[src/rtl/bin_to_bcd_seq.sv]
// Sequential binary-to-BCD converter (iterative double dabble).
// One add-3/shift step per clock. Start/busy/done handshake, a held result
// register and overflow detection when the value exceeds 10^DIGITS-1.
// Optional leading-zero blanking output is enabled by defining BCD_LZB_EN.
//
// state | meaning
// ------+--------------------------------------------------------------
// IDLE  | waiting for start; result registers hold the last conversion
// SHIFT | one add-3/shift step per clock, BIN_W steps in total

module bin_to_bcd_seq #(
    parameter int BIN_W  = 14,
    parameter int DIGITS = 4
) (
    input  logic                  clk,
    input  logic                  rst,
    input  logic                  start,
    input  logic [BIN_W-1:0]      bin_in,
    output logic                  busy,
    output logic                  done,
    output logic [4*DIGITS-1:0]   bcd_out,
`ifdef BCD_LZB_EN
    output logic [DIGITS-1:0]     blank,
`endif
    output logic                  overflow
);

    localparam int SR_W  = 4*DIGITS + BIN_W;
    localparam int CNT_W = $clog2(BIN_W + 1);
    localparam logic [CNT_W-1:0] CNT_LAST = CNT_W'(BIN_W - 1);

    typedef enum logic {
        IDLE  = 1'b0,
        SHIFT = 1'b1
    } state_t;

    state_t              state_q, state_d;
    logic [SR_W-1:0]     sr_q, sr_d;
    logic [CNT_W-1:0]    cnt_q, cnt_d;
    logic                acc_q, acc_d;
    logic [4*DIGITS-1:0] bcd_q, bcd_d;
    logic                ovf_q, ovf_d;
    logic                done_q, done_d;

    logic [SR_W-1:0]     adj;
    logic [SR_W-1:0]     shifted;
    logic                out_bit;

    // Add-3 correction on every BCD digit, then the left shift of one step.
    always_comb begin
        adj = sr_q;
        for (int k = 0; k < DIGITS; k++) begin
            if (sr_q[BIN_W+4*k +: 4] >= 4'd5) begin
                adj[BIN_W+4*k +: 4] = sr_q[BIN_W+4*k +: 4] + 4'd3;
            end
        end
        out_bit = adj[SR_W-1];
        shifted = {adj[SR_W-2:0], 1'b0};
    end

    // Next-state and register-update logic of the conversion FSM.
    always_comb begin
        state_d = state_q;
        sr_d    = sr_q;
        cnt_d   = cnt_q;
        acc_d   = acc_q;
        bcd_d   = bcd_q;
        ovf_d   = ovf_q;
        done_d  = 1'b0;
        unique case (state_q)
            IDLE: begin
                if (start) begin
                    sr_d    = {{(4*DIGITS){1'b0}}, bin_in};
                    acc_d   = 1'b0;
                    cnt_d   = '0;
                    state_d = SHIFT;
                end
            end
            SHIFT: begin
                sr_d  = shifted;
                acc_d = acc_q | out_bit;
                cnt_d = cnt_q + CNT_W'(1);
                if (cnt_q == CNT_LAST) begin
                    bcd_d   = shifted[SR_W-1 -: 4*DIGITS];
                    ovf_d   = acc_q | out_bit;
                    done_d  = 1'b1;
                    state_d = IDLE;
                end
            end
            default: state_d = IDLE;
        endcase
    end

    // State and datapath registers.
    always_ff @(posedge clk or posedge rst) begin
        if (rst) begin
            state_q <= IDLE;
            sr_q    <= '0;
            cnt_q   <= '0;
            acc_q   <= 1'b0;
            bcd_q   <= '0;
            ovf_q   <= 1'b0;
            done_q  <= 1'b0;
        end else begin
            state_q <= state_d;
            sr_q    <= sr_d;
            cnt_q   <= cnt_d;
            acc_q   <= acc_d;
            bcd_q   <= bcd_d;
            ovf_q   <= ovf_d;
            done_q  <= done_d;
        end
    end

    assign busy     = (state_q == SHIFT);
    assign done     = done_q;
    assign bcd_out  = bcd_q;
    assign overflow = ovf_q;

`ifdef BCD_LZB_EN
    // Reset pattern blanks every digit except the ones digit.
    localparam logic [DIGITS-1:0] BLANK_RST = ~(DIGITS'(1));

    logic [DIGITS-1:0] blank_q, blank_d;
    logic              zero_above;

    // Digit k is blanked when it and all more significant digits are zero.
    always_comb begin
        blank_d    = blank_q;
        zero_above = 1'b1;
        if (done_d) begin
            blank_d = '0;
            for (int k = DIGITS-1; k >= 1; k--) begin
                zero_above = zero_above & (bcd_d[4*k +: 4] == 4'd0);
                blank_d[k] = zero_above;
            end
        end
    end

    // Blanking mask is registered on the same edge as the result.
    always_ff @(posedge clk or posedge rst) begin
        if (rst) begin
            blank_q <= BLANK_RST;
        end else begin
            blank_q <= blank_d;
        end
    end

    assign blank = blank_q;
`endif

endmodule

[config.mk]
export PLATFORM = sky130hd
export DESIGN_NAME = bin_to_bcd_seq
export DESIGN_NICKNAME = d
export VERILOG_FILES = /design/src/rtl/bin_to_bcd_seq.sv
export SDC_FILE = /design/constraint.sdc
export NUM_CORES = 1
export LEC_CHECK = 0
export BUFFER_PORTS_ARGS = -buffer_cell sky130_fd_sc_hd__buf_2
export CORE_UTILIZATION = 36
export CTS_BUF_LIST = sky130_fd_sc_hd__clkbuf_4
export CTS_CLUSTER_SIZE = 20
export DETAILED_ROUTE_END_ITERATION = 7
export GPL_TIMING_DRIVEN = 0
export HOLD_SLACK_MARGIN = 0.02
export PLACE_DENSITY = 0.64
export REMOVE_ABC_BUFFERS = 1
export SYNTH_ARGS = -nofsm -noshare
export SYNTH_HDL_FRONTEND = slang
export SYNTH_SLANG_ARGS = --single-unit
[constraint.sdc]
create_clock -name clk -period 1.87 [get_ports clk]
set_input_delay 0.374 -clock clk [delete_from_list [all_inputs] [get_ports clk]]
set_output_delay 0.374 -clock clk [all_outputs]
set_load 0.05 [all_outputs]
==> results.ini, run 1 <==
[run_status]
status=finished, final reports clean

[clock_network]
clock_latency_ns=0.38
cts_tree=yes
path_clk_slew_ns=0.16
hold_buffers=0
cts_root_buffer=clkbuf_4
cts_buffers=5
htree_levels=2
clkSinkCount=54
cts_buffer_depth=2

[final_layout]
layout_commonest_cell=dfrtp_1
fin_cells=377
utilization_pct=43.2
fin_nets=307
final_cell_mix=53 x dfrtp_1, 43 x nand2_1, 36 x o21ai_0
fin_area_mm2=0.00295
fill_cells=696
drive_above_1_share_pct=21.7
area_growth_pct=14.6
antenna_cells=0

[yosys]
ys_top_cells_by_area=dfrtp_1 53%, o21ai_0 7.0%, nand2_1 6.3%, mux2i_1 6.2%, ha_1 4.9%
ys_seq_area_share_pct=52.6
synth_top_family_by_area=compound AO/OA/AOI/OAI gates
synth_cell_types=31
synth_mux_area_share_pct=10.0
synthAdderAreaFrac_pct=4.87
synth_compound_area_share_pct=14.5
syn_area_mm2=0.00257
synth_top_cell_area_share_pct=52.6
ys_ff_latch=54
yosys.area.top_type=dfrtp_1
synth-xor-area-share_pct=1.36
syn_inst=248
avgSynthCellArea_um2=10.4
yosys_warnings=0
synthSimpleGateAreaFrac_pct=12.4

[placement]
place_area_mm2=0.00283
gp_congestion=0.809
dp_hpwl_um=3140
placed_cells=368
port_buffers=35

[floorplan]
initial_core_util_pct=37.6
fp.dieW_um=86.5
core_area_mm2=0.00683
die_y_um=86.5
std_cell_rows=30
die_area_mm2=0.00748
pin_count=36

[power]
vdd_ir_drop_max_v=0.000612
p_sw_share_pct=43.6
p_leak_uw=0.00141
clockPowerShare_pct=14.7
p_int_uw=2980
seqPwrFrac_pct=39.2
powerDensity_mw_per_mm2=1790
p_total_uw=5280
power_frac_comb_pct=46.1
p_sw_uw=2300

[global_route]
top_usage_layer=met2
grt_max_degree=44
globalRouteMet2Util_pct=22.5
grt_use_met3_pct=3.62
grt_use_met1_pct=18.6
grt_pass1_wl_um=8170
grt_remaining_overflow=0
antenna_found_initial=0
grtUsageTotal_pct=14.0
grt_pass1_vias=1787

[timing]
skew_ns=0.0223
worstMarginPinSlew_ns=0.705
rsz0062_at_grt=no
final_max_slew_viol_count=0
fmax_mhz=580
period_share_pct=92.3
worst_hold_slack_ns=0.0168
hold_viol=0
slew_headroom_pct=53.0
period_needed_ns=1.73
setup-violations-final=0

[setup_path]
critical_path_class=reg2reg
cp.arrival_ns=2.00
cp-start-kind=register
crit_path_end_kind=register
crit_required_ns=2.14
worstPathMaxFanout=24

[routing]
firstDrtPassIters=4
post_drt_wl_per_cell_um=12.6
viasPerCell=4.83
routed_wl_um=4740
vias=1822
drtIter0Drc=75
drtAntennaViolNets=0
drc_errors=0

[flow_run]
cap_violations=0

[hold_path]
hold_class=in2async

-- state kept, by name, indices dropped and copies added, names as in the netlist --
register and count:
bcd_out 16, acc_q 1, busy 1, overflow 1
done 1, cnt_q 4, sr_q 30
-- metal layers --
metal	vias up	part of all wire, %	wire length, µm
met5	-	0	0
met4	0	1.2	58
met3	7	4.5	212
met2	37	45	2160
met1	866	49	2320
li1	912	-	-
-- worst paths after layout --
check | slack, ns | endpoint | cells after the start | start
max | 0.14 | overflow | 5 | cnt_q[1]
max in group asynchronous | 1.28 | bcd_out[13] | 3 | rst
min | 0.02 | sr_q[1] | 2 | rst
min reg2reg | 0.49 | bcd_out[13] | 2 | bcd_out[13]
max reg2reg | 0.14 | overflow | 5 | cnt_q[1]
min in group clk | 0.23 | sr_q[0] | 3 | bin_in[0]
-- power by group through the flow --
stage | Combinational (µW) | Sequential (µW) | Clock (µW)
detailed placement | 2420 | 2110 | 0
finish | 2440 | 2070 | 777
CTS | 2420 | 2100 | 801
global placement | 2330 | 2100 | 0
floorplan | 1330 | 2620 | 0
global route | 2700 | 2160 | 851
-- synthesized netlist by cell type --
master / n
a21o_1: 3
a21o_2: 1
a21oi_1: 8
a21oi_2: 4
a22o_1: 1
a31oi_1: 1
and3_1: 2
buf_1: 1
buf_2: 6
buf_4: 2
clkbuf_1: 3
clkinv_1: 1
dfrtp_1: 54
ha_1: 10
inv_1: 11
inv_4: 1
mux2_2: 2
mux2_4: 5
mux2i_1: 16
nand2_1: 43
nand2b_1: 4
nand3_1: 1
nand4_1: 1
nand4_4: 1
nor2_1: 5
nor3_1: 3
nor3b_1: 7
o21ai_0: 36
o22ai_1: 9
o31ai_1: 2
xnor2_1: 4
-- timing repair --
| action | 4_1_cts | 5_1_grt |
|---|---|---|
| setup buffers | 0 | 1 |
| endpoints found under the setup margin | 37 | 7 |
| hold endpoints to repair | 0 | 0 |
| gates resized for setup | 3 | 0 |
-- layout make-up --
type | count | area (µm²) | area share [%]
clock inverter | 3 | 63.8 | 2.16
multi-input combinational | 169 | 1110 | 37.6
tap | 96 | 120 | 4.07
sequential | 54 | 1360 | 46.0
clock buffer | 5 | 37.5 | 1.27
inverter | 13 | 52.6 | 1.78
timing repair buffer | 37 | 210 | 7.13
-- worst max-delay path, stage by stage (launching register included) --
cell and delay (ns):
dfrtp_1 0.45, inv_1 0.07, ha_1 0.18, nand4_4 0.31, inv_4 0.25, mux2_2 0.35
-- kinds of logic (layout without fill, tap and decap cells) --
family                     after synthesis  after routing
xor gates and xnor gates                 4              4
AOI/OAI and AO/OA                       65             65
buffers and inverters                   25             58
adders and majority gates               10             10
and+or+nand+nor                         67             67
muxes                                   23             23
DFF                                     54             54
-- stage by stage --
step	setup slack (ns)	TNS, ns
5_1_grt	0.0451	0
2_1_floorplan	-0.712	-13.81
3_5_place_dp	-0.970	-22.01
3_3_place_gp	-0.960	-50.76
4_1_cts	0.00464	0
6_report	0.145	0
Note: power is estimated with default switching activity, not from simulation.
==> run 2, diff against run 1 <==
--- a/config.mk
+++ b/config.mk
@@ -6,13 +6,13 @@
 export NUM_CORES = 1
 export LEC_CHECK = 0
 export BUFFER_PORTS_ARGS = -buffer_cell sky130_fd_sc_hd__buf_2
-export CORE_UTILIZATION = 36
+export CORE_UTILIZATION = 30
 export CTS_BUF_LIST = sky130_fd_sc_hd__clkbuf_4
 export CTS_CLUSTER_SIZE = 20
 export DETAILED_ROUTE_END_ITERATION = 7
 export GPL_TIMING_DRIVEN = 0
 export HOLD_SLACK_MARGIN = 0.02
-export PLACE_DENSITY = 0.64
+export PLACE_DENSITY = 0.57
 export REMOVE_ABC_BUFFERS = 1
 export SYNTH_ARGS = -nofsm -noshare
 export SYNTH_HDL_FRONTEND = slang
==> run 2 against run 1 <==
  * Sequential share of layout area rose by 0.41 points
  * Wire length rose by 11%
  * Clock skew fell by 0.011 ns
  * Critical path type unchanged
==> results.ini, run 2 (synthesis gave the netlist of run 1 again) <==
[timing]
rsz0062_at_grt=no
slew_headroom_pct=51.1  ; -1.9 points
setup-violations-final=0  ; unchanged
final_max_slew_viol_count=0  ; unchanged
worst_hold_slack_ns=0.248  ; +0.231 ns
worstMarginPinSlew_ns=0.734  ; +0.0285 ns
hold_viol=0  ; unchanged
fmax_mhz=586  ; +1.1%
period_needed_ns=1.71  ; -0.0192 ns
period_share_pct=91.2  ; -1.0 points
setup_ws_ns=0.164  ; +0.0192 ns
skew_ns=0.0110  ; -0.0113 ns

[final_layout]
area_growth_pct=13.6
layout_commonest_cell=dfrtp_1
fin_cells=386  ; +2.4%
largest_register_ff_count=30  ; unchanged
drive_above_1_share_pct=21.4  ; -0.36 points
final_cell_mix=53 x dfrtp_1, 43 x nand2_1, 36 x o21ai_0
fin_nets=309  ; +0.65%
utilization_pct=35.4  ; -7.8 points
regMostFlops=sr_q
antenna_cells=0  ; unchanged

[setup_path]
critical_path_class=reg2reg
reg2reg_from=cnt_q[1]
cp-start-kind=register
cpMaxStageDelayCell=dfrtp_1
worstRegToRegCells=5  ; unchanged
crit_family=flip-flops
path_cells=inv_1, ha_1, nand4_4, inv_4, mux2_2
crit_buf_inv=2  ; unchanged
worstPathMaxFanout=12  ; -50%
rrSetupSlack_ns=0.16  ; +0.02 ns
crit_required_ns=2.14  ; about the same
r2r_end=overflow
cpPeakStageDelay_ns=0.45  ; about the same
crit_path_end_kind=register
cp.arrival_ns=1.97  ; -0.03 ns

[power]
powerDensity_mw_per_mm2=1720  ; -4.2%
p_sw_share_pct=46.1  ; +2.5 points
clockPowerShare_pct=9.5  ; -5.2 points
power_frac_comb_pct=48.8  ; +2.7 points
p_leak_uw=0.00139  ; -1.1%
seqPwrFrac_pct=41.7  ; +2.5 points
vdd_ir_drop_max_v=0.000456  ; -26%
p_int_uw=2700  ; -9.3%
p_sw_uw=2310  ; +0.44%

[global_route]
grt_remaining_overflow=0  ; unchanged
grt_max_degree=36  ; -18%
grtUsageTotal_pct=12.7  ; -1.3 points
grt_pass1_wl_um=8910  ; +9.0%
antenna_found_initial=0  ; unchanged
grt_pass1_vias=1874  ; +4.9%

[routing]
viasPerCell=4.76  ; -1.6%
routed_wl_um=5260  ; +11%
post_drt_wl_per_cell_um=13.6  ; +8.4%
drtIter0Drc=70  ; -6.7%
drc_errors=0  ; unchanged
firstDrtPassIters=4  ; unchanged
drtAntennaViolNets=0  ; unchanged
vias=1836  ; +0.77%

[floorplan]
std_cell_rows=33  ; +10%
fp.dieW_um=94.6  ; +9.3%
die_area_mm2=0.00895  ; +20%
die_y_um=94.6  ; +9.3%
pin_count=36  ; unchanged
initial_core_util_pct=31.1  ; -6.5 points
core_area_mm2=0.00826  ; +21%

[run_status]
status=finished, final reports clean

[hold_path]
min_from=bin_in[0]
min_to=sr_q[0]
hold_class=in2reg
holdPathStages=3

[clock_network]
clock_latency_ns=0.36  ; -0.02 ns
htree_levels=2  ; unchanged
cts_buffer_depth=2  ; unchanged
cts_buffers=5  ; unchanged
cts_root_buffer=clkbuf_4
clkSinkCount=54  ; unchanged
path_clk_slew_ns=0.14  ; -0.02 ns
cts_tree=yes

[placement]
placed_cells=377  ; +2.4%
dpl_worst_slack_ns=-1.04  ; -0.0682 ns
gp_congestion=0.715  ; -12%
port_buffers=35  ; unchanged
dp_hpwl_um=3280  ; +4.4%

[flow_run]
cap_violations=0  ; unchanged

[run 2: cell types whose count changed in the layout (fill, tap and decap cells not counted), sizes merged]
cell,before,now
bufinv,2,0
dlygate4sd3,0,1
nand4,2,3
[run 2: timing repair]
action / in CTS / in global routing
hold endpoints to repair: 19 / 0
gates resized for setup: 3 / 0
cloned: 0 / 1
endpoints found under the setup margin: 37 / 1
setup buffers: 1 / 0
hold buffers: 1 / 0
[run 2: worst max-delay path by stage]
stage	startpoint	end	slack [ns]	cells past startpoint
floorplan	busy	sr_q[16]	-0.71	3
global placement	busy	sr_q[16]	-1.01	3
detailed placement	busy	sr_q[16]	-1.04	3
CTS	busy	overflow	0.12	3
global route	cnt_q[1]	overflow	0.05	5
finish	cnt_q[1]	overflow	0.16	5
[run 2: layout make-up]
| class | count | area (µm²) |
|---|---|---|
| Timing Repair Buffer | 38 | 220 |
| Fill cell | 858 | 5340 |
| Inverter | 13 | 52.6 |
| Clock inverter | 1 | 3.75 |
| Sequential cell | 54 | 1360 |
| Tap cell | 105 | 131 |
| Clock buffer | 5 | 37.5 |
| Multi-Input combinational cell | 170 | 1120 |
[run 2: power by group through the flow]
stage               logic, µW  registers [µW]  clock network, µW
global placement         2340            2110                  0
detailed placement       2400            2130                  0
finish                   2450            2090                477
floorplan                1330            2620                  0
global route             2720            2180                545
CTS                      2460            2090                507
[run 2: metal layers]
metal | up-vias | wire length (µm) | global-route usage, % | share of wire, %
met4 | 0 | 53 | 4.04 | 1.0
met2 | 28 | 2430 | 21.6 | 46
met5 | - | 0 | 0 | 0
li1 | 923 | - | - | -
met3 | 5 | 223 | 3.22 | 4.2
met1 | 880 | 2560 | 15.9 | 49
[run 2: per-stage QoR]
step                total power (µW)  area [µm²]  setup TNS (ns)
floorplan                       3950        2510          -13.81
global placement                4450        2820          -55.95
detailed placement              4530        2840          -24.35
CTS                             5050        2910               0
global route                    5450        2920               0
finish                          5020        2920               0
[run 2: worst reg2reg max path, cell delays in order (launching register included)]
cell     delay [ns]
dfrtp_1        0.45
inv_1          0.07
ha_1           0.25
nand4_4        0.27
inv_4          0.23
mux2_2         0.35
==> run 3, diff against run 2 <==
--- a/config.mk
+++ b/config.mk
@@ -13,6 +13,7 @@
 export GPL_TIMING_DRIVEN = 0
 export HOLD_SLACK_MARGIN = 0.02
 export PLACE_DENSITY = 0.57
+export RECOVER_POWER = 25
 export REMOVE_ABC_BUFFERS = 1
 export SYNTH_ARGS = -nofsm -noshare
 export SYNTH_HDL_FRONTEND = slang
==> run 3 against run 2 <==
  * Clock power hardly changed
  * Utilization is 0.12 points lower
  * Wire length hardly changed
  * Worst setup slack better by 0.0030 ns
  * Maximum frequency is 0.18% higher
  * Clock-buffer cell count stayed put
  * Non-clock buffer count stayed put
  * Critical path type unchanged
  * Critical endpoint unchanged
==> results.ini, run 3 (synthesis gave the netlist of run 1 again) <==
[timing]
fmax_mhz=587  ; +0.18%
slew_headroom_pct=45.5  ; -5.6 points
worstMarginPinSlew_ns=0.816  ; +0.0824 ns
rsz0062_at_grt=no
period_share_pct=91.1  ; -0.16 points
hold_viol=0  ; unchanged
finalSetupTns_ns=0  ; unchanged
setup-violations-final=0  ; unchanged
skew_ns=0.0126  ; +0.00156 ns
period_needed_ns=1.70  ; -0.00301 ns
final_max_slew_viol_count=0  ; unchanged

[clock_network]
cts_root_buffer=clkbuf_4
cts_buffers=5  ; unchanged
clock_latency_ns=0.36  ; about the same
htree_levels=2  ; unchanged
cts_tree=yes
path_clk_slew_ns=0.14  ; about the same
cts_buffer_depth=2  ; unchanged
clkSinkCount=54  ; unchanged

[global_route]
grt_remaining_overflow=0  ; unchanged
grtUsageTotal_pct=12.7  ; unchanged
top_usage_layer=met2
antenna_found_initial=0  ; unchanged
grt_max_degree=36  ; unchanged
grt_use_met1_pct=15.9  ; unchanged
grt_use_met3_pct=3.22  ; unchanged
globalRouteMet2Util_pct=21.6  ; unchanged
grt_pass1_vias=1874  ; unchanged
grt_pass1_wl_um=8910  ; unchanged

[setup_path]
reg2reg_from=cnt_q[1]
rrSetupSlack_ns=0.17  ; about the same
crit_required_ns=2.14  ; about the same
crit_path_end_kind=register
cp.arrival_ns=1.97  ; about the same
worstRegToRegCells=5  ; unchanged
worstPathMaxFanout=12  ; unchanged
r2r_end=overflow
critical_path_class=reg2reg
cp-start-kind=register

[final_layout]
regMostFlops=sr_q
final_cell_mix=53 x dfrtp_1, 43 x nand2_1, 36 x o21ai_0
area_growth_pct=13.2
antenna_cells=0  ; unchanged
fin_nets=309  ; unchanged
drive_above_1_share_pct=21.0  ; -0.36 points
fin_area_mm2=0.00291  ; -0.34%
layout_commonest_cell=dfrtp_1
largest_register_ff_count=30  ; unchanged

[hold_path]
hold_class=in2reg
min_to=sr_q[0]
holdPathStages=3  ; unchanged
min_from=bin_in[0]

[run_status]
status=finished, final reports clean

[routing]
post_drt_wl_per_cell_um=13.7  ; about the same
viasPerCell=4.78  ; +0.44%
routed_wl_um=5270  ; about the same
firstDrtPassIters=4  ; unchanged
vias=1844  ; +0.44%
drc_errors=0  ; unchanged
drtIter0Drc=69  ; -1.4%
drtAntennaViolNets=0  ; unchanged

[placement]
place_area_mm2=0.00284  ; unchanged
port_buffers=35  ; unchanged
gp_congestion=0.715  ; unchanged
dp_hpwl_um=3280  ; unchanged

[floorplan]
initial_core_util_pct=31.1  ; unchanged
fp.dieW_um=94.6  ; unchanged
die_area_mm2=0.00895  ; unchanged
die_y_um=94.6  ; unchanged
std_cell_rows=33  ; unchanged
pin_count=36  ; unchanged
core_area_mm2=0.00826  ; unchanged

[flow_run]
cap_violations=0  ; unchanged

[power]
vdd_ir_drop_max_v=0.000455  ; about the same
p_leak_uw=0.00139  ; -0.19%
powerDensity_mw_per_mm2=1720  ; +0.12%
p_total_uw=5010  ; -0.22%

## run 3: per-stage QoR
stage	util, %	instances	worst slack, ns	hold slack [ns]
2_1_floorplan	-	236	-0.712	0.449
3_3_place_gp	34.1	376	-1.01	0.456
3_5_place_dp	34.4	377	-1.04	0.410
4_1_cts	35.2	385	0.116	0.238
5_1_grt	35.3	386	0.0473	0.240
6_report	35.3	386	0.167	0.248
## run 3: layout make-up
type | instances | area [µm²]
Clock inverter | 1 | 3.75
Tap cell | 105 | 131
Multi-Input combinational cell | 170 | 1120
Fill cell | 859 | 5350
Timing Repair Buffer | 38 | 210
Clock buffer | 5 | 37.5
Inverter | 13 | 52.6
Sequential cell | 54 | 1360
## run 3: how the worst max path moves through the flow
stage	start	end	slack [ns]
floorplan	busy	sr_q[16]	-0.71
global placement	busy	sr_q[16]	-1.01
global route	cnt_q[1]	overflow	0.05
finish	cnt_q[1]	overflow	0.17
CTS	busy	overflow	0.12
detailed placement	busy	sr_q[16]	-1.04
## run 3: power by group
part / switching (µW) / internal, µW / total [µW]
combinational: 1530 / 910 / 2440
sequential: 440 / 1650 / 2090
clock: 348 / 130 / 478
## run 3: critical path: stages (launching register included)
cell,delay (ns)
dfrtp_1,0.45
inv_1,0.07
ha_1,0.24
nand4_4,0.27
inv_4,0.22
mux2_2,0.35
## run 3: per-layer routing
metal  routed length, µm  vias to the layer above  part of all wire (%)
met5                   0                        -                     0
li1                    -                      924                     -
met2                2410                       26                    46
met3                 219                        5                   4.2
met1                2590                      889                    49
met4                  53                        0                   1.0
## run 3: repair_timing
| item | CTS | global route |
|---|---|---|
| hold buffers | 1 | 0 |
| gates cloned | 0 | 1 |
| hold endpoints to repair | 19 | 0 |
| endpoints found under the setup margin | 37 | 1 |
| resized for setup | 3 | 0 |
| buffers inserted | 1 | 0 |
